==> src/rtl/score_pkg.sv <==
// ============================================================================
// Module   : score_pkg
// Brief    : Shared types and helpers for the score keeper.
// Revision : 1.0 - initial release
// ============================================================================
`default_nettype none

package score_pkg;

    typedef logic [3:0] bcd_t;

    typedef enum logic [1:0] {
        S_IDLE   = 2'd0,
        S_ADD    = 2'd1,
        S_COMMIT = 2'd2
    } add_state_t;

    // Producers may hand us non-decimal nibbles; treat anything above 9 as 9.
    function automatic bcd_t bcd_clamp(bcd_t d);
        return (d > 4'd9) ? 4'd9 : d;
    endfunction

endpackage

`default_nettype wire

==> src/rtl/bcd_digit_add.sv <==
// ============================================================================
// Module   : bcd_digit_add
// Brief    : Combinational single-digit BCD adder with carry in/out.
// Revision : 1.0 - initial release
// ============================================================================
`default_nettype none

module bcd_digit_add
    import score_pkg::*;
(
    input  bcd_t a,
    input  bcd_t b,
    input  logic cin,
    output bcd_t s,
    output logic cout
);

    logic [4:0] w_bin;
    logic [4:0] w_adj;

    assign w_bin = {1'b0, a} + {1'b0, b} + {4'b0000, cin};
    assign w_adj = w_bin - 5'd10;

    always_comb begin
        s    = w_bin[3:0];
        cout = 1'b0;
        if (w_bin >= 5'd10) begin
            s    = w_adj[3:0];
            cout = 1'b1;
        end
    end

endmodule

`default_nettype wire

==> src/rtl/score_keeper.sv <==
// ============================================================================
// Module   : score_keeper
// Brief    : Multi-player BCD score accumulator with queued adds, saturation,
//            high-score tracking and extra-life pulses.
// Revision : 1.0 - initial release
// ============================================================================
`default_nettype none

module score_keeper
    import score_pkg::*;
#(
    parameter  int DIGITS      = 4,
    parameter  int PLAYERS     = 2,
    parameter  int QDEPTH      = 4,
    parameter  int BONUS_DIGIT = 3,
    localparam int PW          = (PLAYERS > 1) ? $clog2(PLAYERS) : 1
) (
    input  logic                                clk,
    input  logic                                resetN,
    input  logic                                add_valid,
    output logic                                add_ready,
    input  logic [PW-1:0]                       add_player,
    input  logic [DIGITS-1:0][3:0]              add_value,
    input  logic                                clear,
    output logic [PLAYERS-1:0][DIGITS-1:0][3:0] score,
    output logic [DIGITS-1:0][3:0]              hi_score,
    output logic [PLAYERS-1:0]                  extra_life,
    output logic                                busy
);

    localparam int AW = $clog2(QDEPTH);
    localparam int CW = AW + 1;
    localparam int IW = (DIGITS > 1) ? $clog2(DIGITS) : 1;

    // Pending-add FIFO
    logic [AW-1:0]          wr_ptr_q, rd_ptr_q;
    logic [CW-1:0]          count_q;
    logic [PW-1:0]          fifo_player_q [QDEPTH];
    logic [DIGITS-1:0][3:0] fifo_value_q  [QDEPTH];

    // Adder working state; partial sums never touch score_q before COMMIT
    add_state_t             state_q, state_d;
    logic [IW-1:0]          idx_q;
    logic [PW-1:0]          player_q;
    logic [DIGITS-1:0][3:0] val_q;
    logic [DIGITS-1:0][3:0] sum_q;
    logic                   carry_q;

    logic [PLAYERS-1:0][DIGITS-1:0][3:0] score_q;
    logic [DIGITS-1:0][3:0]              hi_q;
    logic [PLAYERS-1:0]                  extra_q;

    logic                   w_full, w_empty, w_push, w_pop, w_commit;
    logic [DIGITS-1:0][3:0] w_cur_score, w_result;
    logic                   w_old_sat, w_bonus;
    logic [PLAYERS-1:0]     w_extra_d;
    bcd_t                   w_s;
    logic                   w_cout;

    assign w_full    = (count_q == CW'(QDEPTH));
    assign w_empty   = (count_q == '0);
    assign add_ready = !w_full;
    // Awards for non-existent players are accepted but never queued.
    assign w_push    = add_valid && add_ready && !clear && (32'(add_player) < PLAYERS);

    assign w_cur_score = score_q[player_q];

    bcd_digit_add u_digit_add (
        .a    (w_cur_score[idx_q]),
        .b    (val_q[idx_q]),
        .cin  (carry_q),
        .s    (w_s),
        .cout (w_cout)
    );

    assign w_result  = carry_q ? {DIGITS{4'd9}} : sum_q;
    assign w_old_sat = (w_cur_score == {DIGITS{4'd9}});
    assign w_bonus   = (w_result[DIGITS-1:BONUS_DIGIT] != w_cur_score[DIGITS-1:BONUS_DIGIT])
                       && !w_old_sat;

    always_comb begin
        state_d  = state_q;
        w_pop    = 1'b0;
        w_commit = 1'b0;
        case (state_q)
            S_IDLE: begin
                if (!w_empty) begin
                    w_pop   = 1'b1;
                    state_d = S_ADD;
                end
            end
            S_ADD: begin
                if (idx_q == IW'(DIGITS - 1)) begin
                    state_d = S_COMMIT;
                end
            end
            S_COMMIT: begin
                w_commit = 1'b1;
                state_d  = S_IDLE;
            end
            default: state_d = S_IDLE;
        endcase
        if (clear) begin
            state_d  = S_IDLE;
            w_pop    = 1'b0;
            w_commit = 1'b0;
        end
    end

    always_comb begin
        w_extra_d = '0;
        if (w_commit && w_bonus) begin
            w_extra_d[player_q] = 1'b1;
        end
    end

    always_ff @(posedge clk or negedge resetN) begin
        if (!resetN) begin
            state_q <= S_IDLE;
        end else begin
            state_q <= state_d;
        end
    end

    always_ff @(posedge clk or negedge resetN) begin
        if (!resetN) begin
            wr_ptr_q <= '0;
            rd_ptr_q <= '0;
            count_q  <= '0;
            for (int i = 0; i < QDEPTH; i++) begin
                fifo_player_q[i] <= '0;
                fifo_value_q[i]  <= '0;
            end
            idx_q    <= '0;
            player_q <= '0;
            val_q    <= '0;
            sum_q    <= '0;
            carry_q  <= 1'b0;
            score_q  <= '0;
            hi_q     <= '0;
            extra_q  <= '0;
        end else begin
            extra_q <= w_extra_d;
            if (clear) begin
                wr_ptr_q <= '0;
                rd_ptr_q <= '0;
                count_q  <= '0;
                score_q  <= '0;
            end else begin
                if (w_push) begin
                    fifo_player_q[wr_ptr_q] <= add_player;
                    fifo_value_q[wr_ptr_q]  <= add_value;
                    wr_ptr_q                <= wr_ptr_q + AW'(1);
                end
                if (w_pop) begin
                    rd_ptr_q <= rd_ptr_q + AW'(1);
                    player_q <= fifo_player_q[rd_ptr_q];
                    for (int d = 0; d < DIGITS; d++) begin
                        val_q[d] <= bcd_clamp(fifo_value_q[rd_ptr_q][d]);
                    end
                    carry_q <= 1'b0;
                    idx_q   <= '0;
                end
                count_q <= count_q + CW'(w_push) - CW'(w_pop);
                if (state_q == S_ADD) begin
                    sum_q[idx_q] <= w_s;
                    carry_q      <= w_cout;
                    idx_q        <= idx_q + IW'(1);
                end
                if (w_commit) begin
                    score_q[player_q] <= w_result;
                    if (w_result > hi_q) begin
                        hi_q <= w_result;
                    end
                end
            end
        end
    end

    assign score      = score_q;
    assign hi_score   = hi_q;
    assign extra_life = extra_q;
    assign busy       = !w_empty || (state_q != S_IDLE);

endmodule

`default_nettype wire

==> config.mk <==
export PLATFORM = sky130hd
export DESIGN_NAME = score_keeper
export DESIGN_NICKNAME = d
export VERILOG_FILES = /design/src/rtl/score_pkg.sv /design/src/rtl/bcd_digit_add.sv /design/src/rtl/score_keeper.sv
export SDC_FILE = /design/constraint.sdc
export NUM_CORES = 1
export LEC_CHECK = 0
export BUFFER_PORTS_ARGS = -buffer_cell sky130_fd_sc_hd__buf_2
export CORE_ASPECT_RATIO = 1.75
export CORE_UTILIZATION = 40
export DETAILED_ROUTE_END_ITERATION = 8
export HOLD_SLACK_MARGIN = 0.02
export MAX_ROUTING_LAYER = met4
export SLEW_MARGIN = 20
export SYNTH_ARGS = -nofsm -noshare
export SYNTH_HDL_FRONTEND = slang
export SYNTH_SLANG_ARGS = --single-unit
==> constraint.sdc <==
create_clock -name clk -period 6.6 [get_ports clk]
set_input_delay 0.99 -clock clk [delete_from_list [all_inputs] [get_ports clk]]
set_output_delay 0.99 -clock clk [all_outputs]
set_load 0.1 [all_outputs]
==> results_dict.tcl, run 1 <==
set metrics [dict create \
    dp.cells 933 \
    post_cts_resized 0 \
    synth.area.top_cells "dfrtp_1 (52%), mux2_2 (11%), mux4_2 (8.0%)" \
    clock-root-buffer "clkbuf_16" \
    grt_usage_pct 21.2 \
    routedWlPerCell_microns 20.1 \
    critPathMaxStageDelay_ns 0.96 \
    cts_buffer_depth 2 \
    cts_tree "yes" \
    cp.buffers_inverters 0 \
    grt_pass1_wl_mm 31.5 \
    yosysWarnings 0 \
    cp.arrival_ns 4.18 \
    timing.final.crit_period_ns 3.85 \
    synth-seq-area-share_pct 51.8 \
    cts_sinks 163 \
    clkLatencyLatePin_ns 0.41 \
    hold_ws_ns 0.470 \
    dp_hpwl_mm 14.5 \
    syn_area_per_cell_sq_um 12.3 \
    clk_pin_slew_worst_paths_ns 0.06 \
    dpl_worst_slack_ns 2.76 \
    synth_top_area_share_pct 51.8 \
    fmax_mhz 260 \
    power.switching_uw 1270 \
    diodes 0 \
    hold_path_class "flop to flop" \
    drcViolationCount 0 \
    period_share_pct 58.4 \
    port_buffers 72 \
    route.vias.total 5299 \
    timing.final.ws_setup_ns 2.75 \
    placementRows 67 \
    hold_violations 0 \
    die_h_microns 188 \
    finalSetupViolCount 0 \
    synthCells 642 \
    synth.distinct_cells 48 \
    critPathRequiredTime_ns 6.93 \
    crit_chain "mux4_2 > mux2i_1 > fa_1 > fa_1 > xor2_1 > ha_1 > o211ai_1 > a31oi_1 > mux2_2 > o21ai_0" \
    nNetsFinal 765 \
    switching_share_pct 34.7 \
    rsz0062_at_grt "no" \
    leakage_uw 0.00432 \
    worst_pin_slew_ns 1.02 \
    crit_family "adder cells" \
    powerDensity_nw_per_um2 406 \
    antenna_found_initial 0 \
    viasPerCell 5.49 \
    status "completed" \
    hold_buffers 0 \
    grt_max_degree 110 \
    overflow 0 \
    crit_top_cell "fa_1" \
    dieArea_sq_um 20300 \
    dr.pass1.iters 4 \
    p_comb_share_pct 33.7 \
    cts_buffers 17 \
    fin_setup_tns_ns 0 \
    drive_gt1_share_pct 30.1 \
    drt_iter0_drc 197 \
    p_int_uw 2390 \
    post_cts_buffers 0 \
    cp-start-kind "flop" \
    slew_violations 0 \
    power_frac_clock_pct 25.3 \
    crit_type "flop to flop" \
    core_area_sq_um 19200 \
    cpMaxStageDelayCell "dfrtp_1" \
    cp_max_fo 23 \
    synth.ff_latch_count 163 \
    sequentialPowerShare_pct 41.1 \
    clock-skew-final_ns 0.00868 \
    grt_pass1_vias 5794 \
    place.gp.congestion 0.851 \
    max_slew_margin_pct 32.3 \
    synthFlopType "dfrtp_1" \
    ios 73 \
    drt.antenna.violating_nets 0 \
    drv_cap 0 \
    critPathCaptureType "flop" \
    synthArstFlopShare_pct 100 \
    initial_utilization_pct 41.0 \
    vdd_drop_max_mv 0.233 \
    chipWidth_microns 108 \
    fin_cells 965 \
    synth_area_sq_um 7880 \
    syn-num-nets 696 \
    syn_to_final_growth_pct 14.5 \
    synth_area_leader_cell "dfrtp_1" \
    wl_mm 19.4 \
    cts_max_level 4 \
    synth-edff-count 0 \
]
cell families after synthesis:
family	count (synthesis)	share of synthesized area, %
xor gates and xnor gates	11	1.22
DFF	163	51.8
AOI/OAI and AO/OA	93	8.02
muxes	119	20.9
buffers and inverters	70	3.64
and+or+nand+nor	153	8.94
adders and majority gates	33	5.53
final cells by class:
class | instances | area, sq um
fill | 1754 | 10200
sequential | 163 | 4080
multi-input combinational | 409 | 3520
clock buffer | 21 | 450
timing repair buffer | 75 | 392
tap | 241 | 302
inverter | 45 | 169
clock inverter | 11 | 105
Yosys cell counts, drive strengths merged, types with 3 or more instances:
cell,count
a21oi,7
a22o,24
a31oi,7
and2,3
buf,14
clkbuf,11
dfrtp,163
fa,3
ha,30
inv,45
mux2,77
mux2i,14
mux4,28
nand2,74
nand3,4
nand4,6
nor2,32
nor2b,13
nor3,6
nor4b,3
o21ai,41
or3,3
xnor2,8
xor2,3
worst register-to-register path, cell delays in order, from the launching register on:
cell and delay, ns:
dfrtp_1 0.96, mux4_2 0.39, mux2i_1 0.09, fa_1 0.42
fa_1 0.42, xor2_1 0.27, ha_1 0.28, o211ai_1 0.10
a31oi_1 0.28, mux2_2 0.41, o21ai_0 0.15
layer usage:
layer	part of all wire, %	global-route usage (%)	vias to the layer above
li1	-	-	2410
met1	36	21.1	2711
met3	3.5	3.41	36
met5	0	-	-
met4	4.2	10.7	0
met2	57	38.7	142
metrics by stage:
step           total power (uW)  util, %  instance area (sq um)
2_1_floorplan              2400        -                   7880
3_3_place_gp               2710     44.1                   8460
3_5_place_dp               2770     44.1                   8460
4_1_cts                    3710     47.0                   9020
5_1_grt                    3910     47.0                   9020
6_report                   3670     47.0                   9020
layout by cell type, fill, tap and decap left out, types with 4 or more instances in the layout:
| master | instances |
|---|---|
| nand2_1 | 74 |
| xnor2_1 | 8 |
| nand3_1 | 4 |
| mux2_2 | 75 |
| a31oi_1 | 6 |
| mux4_2 | 28 |
| nand4_1 | 6 |
| mux2i_1 | 14 |
| a22o_1 | 24 |
| nor3_1 | 6 |
| clkinvlp_4 | 7 |
| nor2_1 | 31 |
| a21oi_1 | 7 |
| inv_1 | 45 |
| o21ai_0 | 41 |
| ha_1 | 30 |
| buf_2 | 71 |
| nor2b_1 | 13 |
| dfrtp_1 | 163 |
| clkbuf_16 | 17 |
power by group through the flow:
stage	sequential [uW]	clock, uW	combinational, uW
after CTS	1510	946	1250
after detailed placement	1530	0	1250
after floorplan	1410	0	984
after global routing	1550	993	1370
after global placement	1500	0	1210
final	1510	926	1230
sequential cells by signal (all words and copies together), names as in the netlist, 2 cells and up:
register,cells
fifo_player_q,4
sum_q,16
rd_ptr_q,2
idx_q,2
state_q,2
val_q,16
fifo_value_q,64
extra_life,2
count_q,3
hi_score,16
wr_ptr_q,2
score,32
worst paths after layout:
| kind | slack (ns) | end | startpoint | cells after the start |
|---|---|---|---|---|
| worst max-delay path | 2.75 | sum_q[6] | player_q | 10 |
| worst min-delay path | 0.47 | sum_q[10] | sum_q[10] | 2 |
| worst max register to register | 2.75 | sum_q[6] | player_q | 10 |
| worst min register to register | 0.47 | sum_q[10] | sum_q[10] | 2 |
| max in group asynchronous | 4.66 | val_q[13] | resetN | 2 |
| min in group asynchronous | 0.70 | hi_score[5] | resetN | 1 |
Power figures use the tool's default switching activity.
==> inputs of run 2 (changes only) <==
Clock period 6.6 ns to 3.5 ns, I/O delays scaled along.
==> results_dict.tcl, run 2 (synthesis results as in run 1) <==
set metrics [dict create \
    grt_max_degree 91 \
    r2r_start "player_q" \
    sequentialPowerShare_pct 38.7 \
    grt_pass1_wl_mm 32.2 \
    drt_iter0_drc 226 \
    status "completed" \
    clock-skew-final_ns 0.00954 \
    leakage_uw 0.00445 \
    dr.pass1.iters 5 \
    finalSetupViolCount 0 \
    hold_path_class "input port to asynchronous set/reset pin" \
    slew_violations 0 \
    place_area_sq_um 8610 \
    clkLatencyLatePin_ns 0.42 \
    fmax_mhz 306 \
    grt-busiest-layer "met2" \
    chipWidth_microns 108 \
    final_cell_mix "dfrtp_1 (153), mux2_2 (75), nand2_1 (74)" \
    clk_pin_slew_worst_paths_ns 0.07 \
    timing.final.crit_period_ns 3.27 \
    ios 73 \
    dp.cells 952 \
    critPathRequiredTime_ns 3.78 \
    post_cts_buffers 0 \
    p_comb_share_pct 34.6 \
    die_h_microns 188 \
    viasPerCell 5.55 \
    fin_setup_tns_ns 0 \
    drt.antenna.violating_nets 0 \
    multi_input_area_sq_um 3540 \
    hold_violations 0 \
    max_slew_margin_pct 32.5 \
    power_frac_clock_pct 26.7 \
    met2_usage_pct 39.2 \
    startpoint "player_q" \
    grtUsageMet3_pct 3.79 \
    overflow 0 \
    switching_share_pct 33.9 \
    design_area_sq_um 9240 \
    dieArea_sq_um 20300 \
    period_share_pct 93.4 \
    seq_area_sq_um 4090 \
    dpl_worst_slack_ns -0.0452 \
    fillers 1714 \
    wl_mm 20.0 \
    grt_pass1_vias 5938 \
    timing.final.ws_setup_ns 0.229 \
    hold_buffers 0 \
    cp_max_fo 12 \
    clock-root-buffer "clkbuf_16" \
    powerDensity_nw_per_um2 781 \
    cp-start-kind "flop" \
    utilization_pct 48.2 \
    port_buffers 72 \
    grt_usage_pct 21.9 \
    nNetsFinal 784 \
    route.vias.total 5462 \
    routedWlPerCell_microns 20.3 \
    diodes 0 \
    cts_buffer_depth 2 \
    crit_type "flop to flop" \
    place.gp.congestion 0.941 \
    dp_hpwl_mm 15.1 \
    drcViolationCount 0 \
    drive_gt1_share_pct 33.6 \
    power.switching_uw 2450 \
    antenna_found_initial 0 \
    core_area_sq_um 19200 \
    initial_utilization_pct 41.0 \
    cts_tree "yes" \
    final_common_cell "dfrtp_1" \
    critPathCaptureType "flop" \
    cts_buffers 17 \
    placementRows 67 \
    cp.arrival_ns 3.55 \
    cts_max_level 4 \
    cts_sinks 163 \
    largest_register_ffs 64 \
    top_register "fifo_value_q" \
    syn_to_final_growth_pct 17.3 \
    p_int_uw 4770 \
    rsz0062_at_grt "no" \
    drv_cap 0 \
    vdd_drop_max_mv 0.514 \
    use_met1_pct 21.6 \
    fin_cells 984 \
    worst_pin_slew_ns 1.01 \
]
==> run 2: worst paths after layout <==
| check | slack (ns) | cells past startpoint | endpoint |
|---|---|---|---|
| worst max-delay path | 0.23 | 12 | sum_q[11] |
| worst min-delay path | 0.16 | 1 | score[14] |
| worst max register to register | 0.23 | 12 | sum_q[11] |
| worst min register to register | 0.47 | 2 | val_q[11] |
| max in group asynchronous | 2.40 | 2 | sum_q[12] |
| min in group clk | 0.38 | 2 | fifo_player_q[0] |
==> run 2: layout make-up <==
type | instances | share of cell area, %
Timing Repair Buffer | 94 | 5.75
Clock inverter | 11 | 1.62
Inverter | 45 | 1.83
Tap cell | 241 | 3.26
Sequential cell | 163 | 44.3
Multi-Input combinational cell | 409 | 38.3
Clock buffer | 21 | 4.98
==> run 2: critical path, cell delays in order (launching register included) <==
cell	delay (ns)
dfrtp_2	0.48
buf_4	0.25
mux4_2	0.53
nand2_1	0.09
nand2_1	0.06
ha_1	0.33
xor2_2	0.23
ha_1	0.25
inv_1	0.08
o311ai_0	0.11
a21oi_1	0.14
a311oi_2	0.39
o21ai_0	0.17
==> run 2: repair_timing <==
item                                    CTS  global route
resized for setup                         1             4
endpoints found under the hold margin     0             0
pin swaps                                 0             0
endpoints found under the setup margin    3            12
==> run 2: power by group through the flow <==
stage,logic (uW),registers (uW),clock network (uW)
final,2500,2790,1930
after global routing,2750,2870,2020
after CTS,2510,2790,1960
after detailed placement,2490,2830,0
after global placement,2390,2770,0
after floorplan,1860,2660,0
==> run 2: layer usage <==
layer | up-vias | share of wire (%)
li1 | 2448 | -
met1 | 2774 | 36
met2 | 178 | 55
met3 | 62 | 3.5
met4 | 0 | 5.8
met5 | - | 0
==> run 2: through the flow <==
stage,power [uW],hold slack (ns)
3_3_place_gp,5160,0.457
3_5_place_dp,5320,0.461
5_1_grt,7640,0.227
6_report,7220,0.161
2_1_floorplan,4520,0.229
4_1_cts,7260,0.205
